==> src/rtl/video_pkg.sv <==
// rtl/video_pkg.sv - shared video constants, FSM state type and grid colour helper
package video_pkg;

    localparam int DEFAULT_HDISP   = 800;
    localparam int DEFAULT_VDISP   = 480;
    localparam int BYTES_PER_PIXEL = 4;
    localparam int GRID_LOG2       = 4;

    localparam logic [23:0] WHITE = 24'hFFFFFF;
    localparam logic [23:0] BLACK = 24'h000000;

    localparam logic [15:0] GRID_MASK = 16'((1 << GRID_LOG2) - 1);

    typedef enum logic {
        ST_WRITE = 1'b0,
        ST_GAP   = 1'b1
    } mire_state_t;

    // White on every 16th column and every 16th line, black elsewhere.
    function automatic logic [23:0] grid_pixel(input logic [15:0] x, input logic [15:0] y);
        return (((x & GRID_MASK) == 16'd0) || ((y & GRID_MASK) == 16'd0)) ? WHITE : BLACK;
    endfunction

endpackage

==> src/rtl/wshb_if.sv <==
// rtl/wshb_if.sv - Wishbone classic bus bundle shared by framebuffer masters and slaves
interface wshb_if (
    input logic clk,
    input logic rst
);

    logic [31:0] adr;
    logic [31:0] dat_ms;
    logic [31:0] dat_sm;
    logic [3:0]  sel;
    logic        we;
    logic        cyc;
    logic        stb;
    logic [2:0]  cti;
    logic [1:0]  bte;
    logic        ack;

    modport master (
        input  clk, rst, ack, dat_sm,
        output adr, dat_ms, sel, we, cyc, stb, cti, bte
    );

    modport slave (
        input  clk, rst, adr, dat_ms, sel, we, cyc, stb, cti, bte,
        output ack, dat_sm
    );

endinterface

==> src/rtl/mire.sv <==
// rtl/mire.sv - Wishbone master endlessly writing a 16-pixel white grid into the framebuffer
module mire
    import video_pkg::*;
#(
    parameter int HDISP = DEFAULT_HDISP,
    parameter int VDISP = DEFAULT_VDISP,
    parameter int BURST = 64
) (
    wshb_if.master wshb_ifm
);

    localparam int XW = (HDISP > 1) ? $clog2(HDISP) : 1;
    localparam int YW = (VDISP > 1) ? $clog2(VDISP) : 1;
    localparam int BW = (BURST > 1) ? $clog2(BURST) : 1;

    localparam logic [XW-1:0] X_LAST   = XW'(HDISP - 1);
    localparam logic [YW-1:0] Y_LAST   = YW'(VDISP - 1);
    localparam logic [BW-1:0] B_LAST   = BW'(BURST - 1);
    localparam logic [31:0]   ADR_STEP = 32'(BYTES_PER_PIXEL);

    mire_state_t   state;
    mire_state_t   state_next;
    logic [XW-1:0] x;
    logic [XW-1:0] x_next;
    logic [YW-1:0] y;
    logic [YW-1:0] y_next;
    logic [BW-1:0] b;
    logic [31:0]   adr;
    logic [31:0]   dat;
    logic          cyc;
    logic          take;
    logic          last_pixel;
    logic          unused_dat_sm;

    assign unused_dat_sm = ^wshb_ifm.dat_sm;

    // Gating with rst makes cyc fall the moment reset asserts, not at the next edge.
    always_comb begin
        state_next = state;
        cyc        = 1'b0;
        case (state)
            ST_WRITE: begin
                cyc = ~wshb_ifm.rst;
                if (wshb_ifm.ack && (b == B_LAST)) begin
                    state_next = ST_GAP;
                end
            end
            ST_GAP: begin
                state_next = ST_WRITE;
            end
            default: begin
                state_next = ST_WRITE;
            end
        endcase
    end

    assign take       = (state == ST_WRITE) && wshb_ifm.ack;
    assign last_pixel = (x == X_LAST) && (y == Y_LAST);

    always_comb begin
        x_next = x + 1'b1;
        y_next = y;
        if (x == X_LAST) begin
            x_next = '0;
            y_next = (y == Y_LAST) ? '0 : y + 1'b1;
        end
    end

    always_ff @(posedge wshb_ifm.clk or posedge wshb_ifm.rst) begin
        if (wshb_ifm.rst) begin
            state <= ST_WRITE;
            x     <= '0;
            y     <= '0;
            b     <= '0;
            adr   <= '0;
            dat   <= {8'h00, WHITE};
        end else begin
            state <= state_next;
            if (take) begin
                x   <= x_next;
                y   <= y_next;
                b   <= (b == B_LAST) ? '0 : b + 1'b1;
                adr <= last_pixel ? 32'd0 : adr + ADR_STEP;
                // Data is precomputed for the next pixel so it always lines up with adr.
                dat <= {8'h00, grid_pixel(16'(x_next), 16'(y_next))};
            end
        end
    end

    assign wshb_ifm.adr    = adr;
    assign wshb_ifm.dat_ms = dat;
    assign wshb_ifm.sel    = 4'b1111;
    assign wshb_ifm.we     = 1'b1;
    assign wshb_ifm.cyc    = cyc;
    assign wshb_ifm.stb    = cyc;
    assign wshb_ifm.cti    = 3'b000;
    assign wshb_ifm.bte    = 2'b00;

endmodule

==> src/flat_wrapper.sv <==
// flat-port wrapper written by rule: the top's interface ports become plain ports
module mire_flat import video_pkg::*;
#(
    parameter int HDISP = DEFAULT_HDISP,
    parameter int VDISP = DEFAULT_VDISP,
    parameter int BURST = 64
)
  (clk, rst, wshb_ifm_ack, wshb_ifm_dat_sm, wshb_ifm_adr, wshb_ifm_dat_ms, wshb_ifm_sel, wshb_ifm_we, wshb_ifm_cyc, wshb_ifm_stb, wshb_ifm_cti, wshb_ifm_bte);
  wshb_if wshb_ifm_i (.clk(clk), .rst(rst));
  input wire logic clk;
  input wire logic rst;
  input wire logic [$bits(wshb_ifm_i.ack)-1:0] wshb_ifm_ack;
  input wire logic [$bits(wshb_ifm_i.dat_sm)-1:0] wshb_ifm_dat_sm;
  output wire logic [$bits(wshb_ifm_i.adr)-1:0] wshb_ifm_adr;
  output wire logic [$bits(wshb_ifm_i.dat_ms)-1:0] wshb_ifm_dat_ms;
  output wire logic [$bits(wshb_ifm_i.sel)-1:0] wshb_ifm_sel;
  output wire logic [$bits(wshb_ifm_i.we)-1:0] wshb_ifm_we;
  output wire logic [$bits(wshb_ifm_i.cyc)-1:0] wshb_ifm_cyc;
  output wire logic [$bits(wshb_ifm_i.stb)-1:0] wshb_ifm_stb;
  output wire logic [$bits(wshb_ifm_i.cti)-1:0] wshb_ifm_cti;
  output wire logic [$bits(wshb_ifm_i.bte)-1:0] wshb_ifm_bte;
  assign wshb_ifm_i.ack = wshb_ifm_ack;
  assign wshb_ifm_i.dat_sm = wshb_ifm_dat_sm;
  assign wshb_ifm_adr = wshb_ifm_i.adr;
  assign wshb_ifm_dat_ms = wshb_ifm_i.dat_ms;
  assign wshb_ifm_sel = wshb_ifm_i.sel;
  assign wshb_ifm_we = wshb_ifm_i.we;
  assign wshb_ifm_cyc = wshb_ifm_i.cyc;
  assign wshb_ifm_stb = wshb_ifm_i.stb;
  assign wshb_ifm_cti = wshb_ifm_i.cti;
  assign wshb_ifm_bte = wshb_ifm_i.bte;
  mire #(.HDISP(HDISP), .VDISP(VDISP), .BURST(BURST)) u_core (.wshb_ifm(wshb_ifm_i));
endmodule
==> config.mk <==
export PLATFORM = sky130hd
export DESIGN_NAME = mire_flat
export DESIGN_NICKNAME = d
export VERILOG_FILES = /design/src/rtl/video_pkg.sv /design/src/rtl/wshb_if.sv /design/src/rtl/mire.sv /design/src/flat_wrapper.sv
export SDC_FILE = /design/constraint.sdc
export NUM_CORES = 1
export LEC_CHECK = 0
export CAP_MARGIN = 20
export CORE_UTILIZATION = 46
export CTS_BUF_LIST = sky130_fd_sc_hd__clkbuf_8 sky130_fd_sc_hd__clkbuf_16
export DETAILED_ROUTE_END_ITERATION = 10
export PLACE_DENSITY = 0.81
export REMOVE_ABC_BUFFERS = 1
export SYNTH_ARGS = -nofsm -noshare
export SYNTH_HDL_FRONTEND = slang
export SYNTH_SLANG_ARGS = --single-unit
export TNS_END_PERCENT = 30
==> constraint.sdc <==
create_clock -name clk -period 2.6 [get_ports clk]
set_clock_uncertainty 0.1 [all_clocks]
set_input_delay 0.52 -clock clk [delete_from_list [all_inputs] [get_ports clk]]
set_output_delay 0.52 -clock clk [all_outputs]
set_load 0.1 [all_outputs]
Word level (Yosys, flattened, before mapping)

Cells that the tools add are included.

Bitwise gates (word level): 2
Mux-type cells: 9
Equal/unequal tests: 3
Reductions and logical operators: 7
Add/subtract/negate cells: 4

Operators by type and width:

| kind                                          | number |
|---|---|
| adder 32 x 3 -> 32 bit, second input constant | 1 |
| zero test 16 bit                              | 2 |
| two-way mux 32 bit                            | 1 |
| two-way mux 24 bit                            | 1 |
| adder 10 x 1 -> 10 bit, second input constant | 1 |
| equality test 10 bit, second input constant   | 1 |
| two-way mux 10 bit                            | 1 |
| adder 9 x 1 -> 9 bit, second input constant   | 1 |
| equality test 9 bit, second input constant    | 1 |
| two-way mux 9 bit                             | 1 |
| adder 6 x 1 -> 6 bit, second input constant   | 1 |
| equality test 6 bit, second input constant    | 1 |
| two-way mux 6 bit                             | 1 |
| two-way mux 4 bit                             | 1 |
| logical AND 1 bit                             | 3 |
| two-way mux 1 bit                             | 2 |
| NOT 1 bit                                     | 2 |
| case mux 1 bit (2 select lines)               | 1 |
| AND reduction 2 bit                           | 1 |
| logical OR 1 bit                              | 1 |

Register bits after elaboration: 82
Logic and storage cells: 32
Input port bits: 35

Logic depth before layout (Yosys ltp)

Depth in word-level cells: 6
Mapped depth: 7

Worst setup path before layout

No wires, ideal clock.

Path type: input to output
From: in rst
To: out wshb_ifm_stb
Slack: -0.312 ns
Stages on the path: 2
Path buffers: 1
Required time: 1.980 ns
Arrival: 2.292 ns
Cell sequence: nor2_1 -> buf_4

Cells in the longest elaborated chain, start to end: 2

Ends and longest elaborated chain:

| item              | line               | text |
|---|---|---|
| start, declared   | flat_wrapper.sv:11 | `input wire logic rst;` |
| NOT 1 bit         | mire.sv:43         | `cyc = ~wshb_ifm.rst;` |
| two-way mux 1 bit | mire.sv:41         | `case (state)` |
| end, declared     | flat_wrapper.sv:19 | `output wire logic [$bits(wshb_ifm_i.stb)-1:0] wshb_ifm_stb;` |

Every way passes these cells.

Worst setup path after layout

From: reg u_core.x[5]
To: reg u_core.adr[9], in the netlist u_core.wshb_ifm.adr[9]

Cells in the longest elaborated chain, start to end: 3

Ends and longest elaborated chain:

| item                   | line       | text |
|---|---|---|
| start, declared        | mire.sv:23 | `logic [XW-1:0] x;` |
| start signal, assigned | mire.sv:80 | `x <= x_next;` |
| equality test 10 bit   | mire.sv:58 | `assign last_pixel = (x == X_LAST) && (y == Y_LAST);` |
| logical AND 1 bit      | mire.sv:58 |  |
| two-way mux 32 bit     | mire.sv:83 | `adr <= last_pixel ? 32'd0 : adr + ADR_STEP;` |
| end signal, assigned   | mire.sv:83 |  |
| end, declared          | mire.sv:28 | `logic [31:0] adr;` |

Every way passes these cells.
A chain may end at the register's enable or synchronous reset.

==> reports/qor.yml <==
status: "complete, no violations"
mostFrequentLayoutCells: "65 x buf_4, 56 x dfrtp_1, 36 x nand2_1"
dr.pass1.iters: 4
clock-sinks: 57
cts_buffers: 9
post-route-period-util_pct: 87.09
postCtsSetupRepairBufs: 0
area_delta_synth_final_pct: 17.94
internal_power_w: 0.001745
p_leak_nw: 1.788
powerDensity_nw_per_um2: 859.4
netlist_area_um2: 3263
final_common_cell: "buf_4"
overflow: 0
synth_top_flop_cell: "dfrtp_1"
fmax_ghz: 0.4416
routedWlPerCell_um: 13.10
critPathLaunchType: "flop"
grt_usage_pct: 18.71
ctsHoldBuffers: 0
place_inst: 480
relSlewSlack_pct: 59.65
dr_total_vias: 2606
yosys_warnings: 0
setup_viol: 0
ys_top_cells_by_area: "dfrtp_1 43%, buf_4 10%, nand2_1 4.1%, xnor2_1 4.0%, a21oi_1 3.4%"
arrival_ns: 2.38
io_pins: 111
start_util_pct: 47.77
final-seq-area_um2: 1428
dieHeight_um: 86.23
path_clk_slew_ns: 0.06
drc_errors: 0
drive_gt1_share_pct: 22.81
crit_fanout: 8
tns_ns: 0
power.share.clock_pct: 24.9
dieArea_um2: 7435
ys_seq_area_share_pct: 43.75
final_cells: 495
cts_root_buffer: "clkbuf_8"
synth_edf_count: 0
antenna_found_initial: 0
multiInputGateArea_um2: 1474
p_sw_w: 0.001562
grt_pass1_vias: 2459
p_comb_share_pct: 39.6
worst_setup_path_end_kind: "flop"
n_antenna_cell: 0
ir_drop_uv: 448.6
hold_viol_final: 0
htree_num_levels: 3
p_seq_share_pct: 35.5
first_iter_violations: 197
hold_class: "reg2reg"
hpwl_um: 4528
die_x_um: 86.23
fin_crit_ns: 2.264
switching_share_pct: 47.23
rows: 30
required_ns: 2.72
cts_tree: "built"
finalMaxSlewViolations: 0
synth-seq-cells: 57
clock_latency_ns: 0.33
grt_pass1_wl_um: 11030
fin_nets: 434
worstSetupPathType: "reg2reg"
yosysTopAreaCellShare_pct: 42.94
detail_route.vias_per_cell: 5.265
worst_slew_pin_slew_ns: 0.6035
ys_types: 43
synth.avg_cell_area_um2: 9.244
synthCells: 353
portBuffers: 58
gp_congestion: 0.8171
final_area_um2: 3849
antenna_left: 0
clock_path_buffers: 2
drt-total-wl_um: 6485
dpl_cell_area_um2: 3651
grt_max_degree: 58
fillCellCount: 600
postSynth.asyncResetShare_pct: 100.0
power_w: 0.003308
rsz0062_at_grt: "false"
coreArea_um2: 6832
maxCapViolCount: 0
synth_top_area_cell: "dfrtp_1"
flip-flops by register name (all words and copies together), names as in the netlist:
register and flops:
u_core.b 6, u_core.state 1, u_core.x 10, u_core.wshb_ifm.dat_ms 1, u_core.y 9, u_core.wshb_ifm.adr 30
power by group through the flow:
stage                     logic (W)  clock network (W)  registers (W)
after floorplan            0.000360                  0        0.00188
after global placement      0.00130                  0        0.00118
after detailed placement    0.00132                  0        0.00118
after CTS                   0.00132           0.000843        0.00117
after global routing        0.00137           0.000890        0.00119
final                       0.00131           0.000822        0.00117
through the flow:
stage	hold WS, ns	util [%]	setup slack, ns
after floorplan	0.3435	-	-6.532
after global placement	0.3639	53.44	-0.1839
after detailed placement	0.3720	53.44	-0.1987
after CTS	0.3884	56.30	0.1565
after global routing	0.4074	56.34	0.05045
final	0.3825	56.34	0.3356
area by class of cell:
| type | instances | share of cell area [%] |
|---|---|---|
| Tap cell | 96 | 3.121 |
| Clock buffer | 11 | 3.934 |
| Multi-Input combinational cell | 245 | 38.30 |
| Inverter | 11 | 1.073 |
| Timing Repair Buffer | 71 | 15.34 |
| Sequential cell | 57 | 37.09 |
| Clock inverter | 4 | 1.138 |
worst max-delay path, cell delays in order (launching register included):
cell and delay (ns):
dfrtp_1 0.43, nor4b_1 0.58, nand4_1 0.43, nor2_1 0.35, buf_4 0.22, nor2_1 0.06
logic make-up (layout without fill, tap and decap cells):
| group | count (synthesis) | after routing | synth area share, % |
|---|---|---|---|
| AOI/OAI and AO/OA | 63 | 63 | 11.70 |
| xor gates and xnor gates | 22 | 22 | 5.905 |
| adders and majority gates | 4 | 4 | 1.534 |
| buffers and inverters | 69 | 97 | 13.15 |
| DFF | 57 | 57 | 43.75 |
| muxes | 4 | 4 | 1.304 |
| other | 2 | 20 | 0.2301 |
| and+or+nand+nor | 132 | 132 | 22.43 |
worst paths after layout:
kind	start	end	slack [ns]	depth (start not counted)
worst max-delay path	u_core.x[5]$_DFFE_PP0P_	u_core.wshb_ifm.adr[9]$_DFFE_PP0P_	0.34	5
worst min-delay path	u_core.x[9]$_DFFE_PP0P_	u_core.x[9]$_DFFE_PP0P_	0.38	1
worst max register to register	u_core.x[5]$_DFFE_PP0P_	u_core.wshb_ifm.adr[9]$_DFFE_PP0P_	0.34	5
worst min register to register	u_core.x[9]$_DFFE_PP0P_	u_core.x[9]$_DFFE_PP0P_	0.38	1
max in group asynchronous	rst	u_core.wshb_ifm.dat_ms[22]$_DFFE_PP1P_	1.60	3
min in group asynchronous	rst	u_core.x[7]$_DFFE_PP0P_	0.50	3
layer usage:
layer | wire length [um] | vias up | track usage, % | part of all wire (%)
met2 | 3242 | 66 | 31.24 | 50
met1 | 2843 | 1260 | 23.27 | 44
li1 | - | 1271 | - | -
met5 | 0 | - | 0 | 0
met3 | 328 | 9 | 5.619 | 5.1
met4 | 70 | 0 | 6.061 | 1.1
synthesized netlist by cell type (2+ instances only):
cell / number
dfrtp_1: 56
buf_4: 44
nand2_1: 36
a21oi_1: 22
nor2_1: 17
nand4_1: 16
o21ai_0: 16
xnor2_1: 15
or4_1: 14
o31ai_1: 13
inv_1: 11
nand3_1: 11
clkbuf_1: 10
and3_1: 9
or3_1: 7
xor2_1: 7
nor3_1: 6
and4_1: 4
buf_2: 4
ha_1: 4
o22ai_1: 3
a31o_2: 2
conb_1: 2
mux2_2: 2
mux2i_1: 2
nor2b_1: 2
o211ai_1: 2
what timing repair did:
item,4_1_cts,5_1_grt
endpoints found under the setup margin,0,1
endpoints found under the hold margin,0,0
gates resized for setup,0,1
No activity file was read; power rests on OpenSTA's default activity.
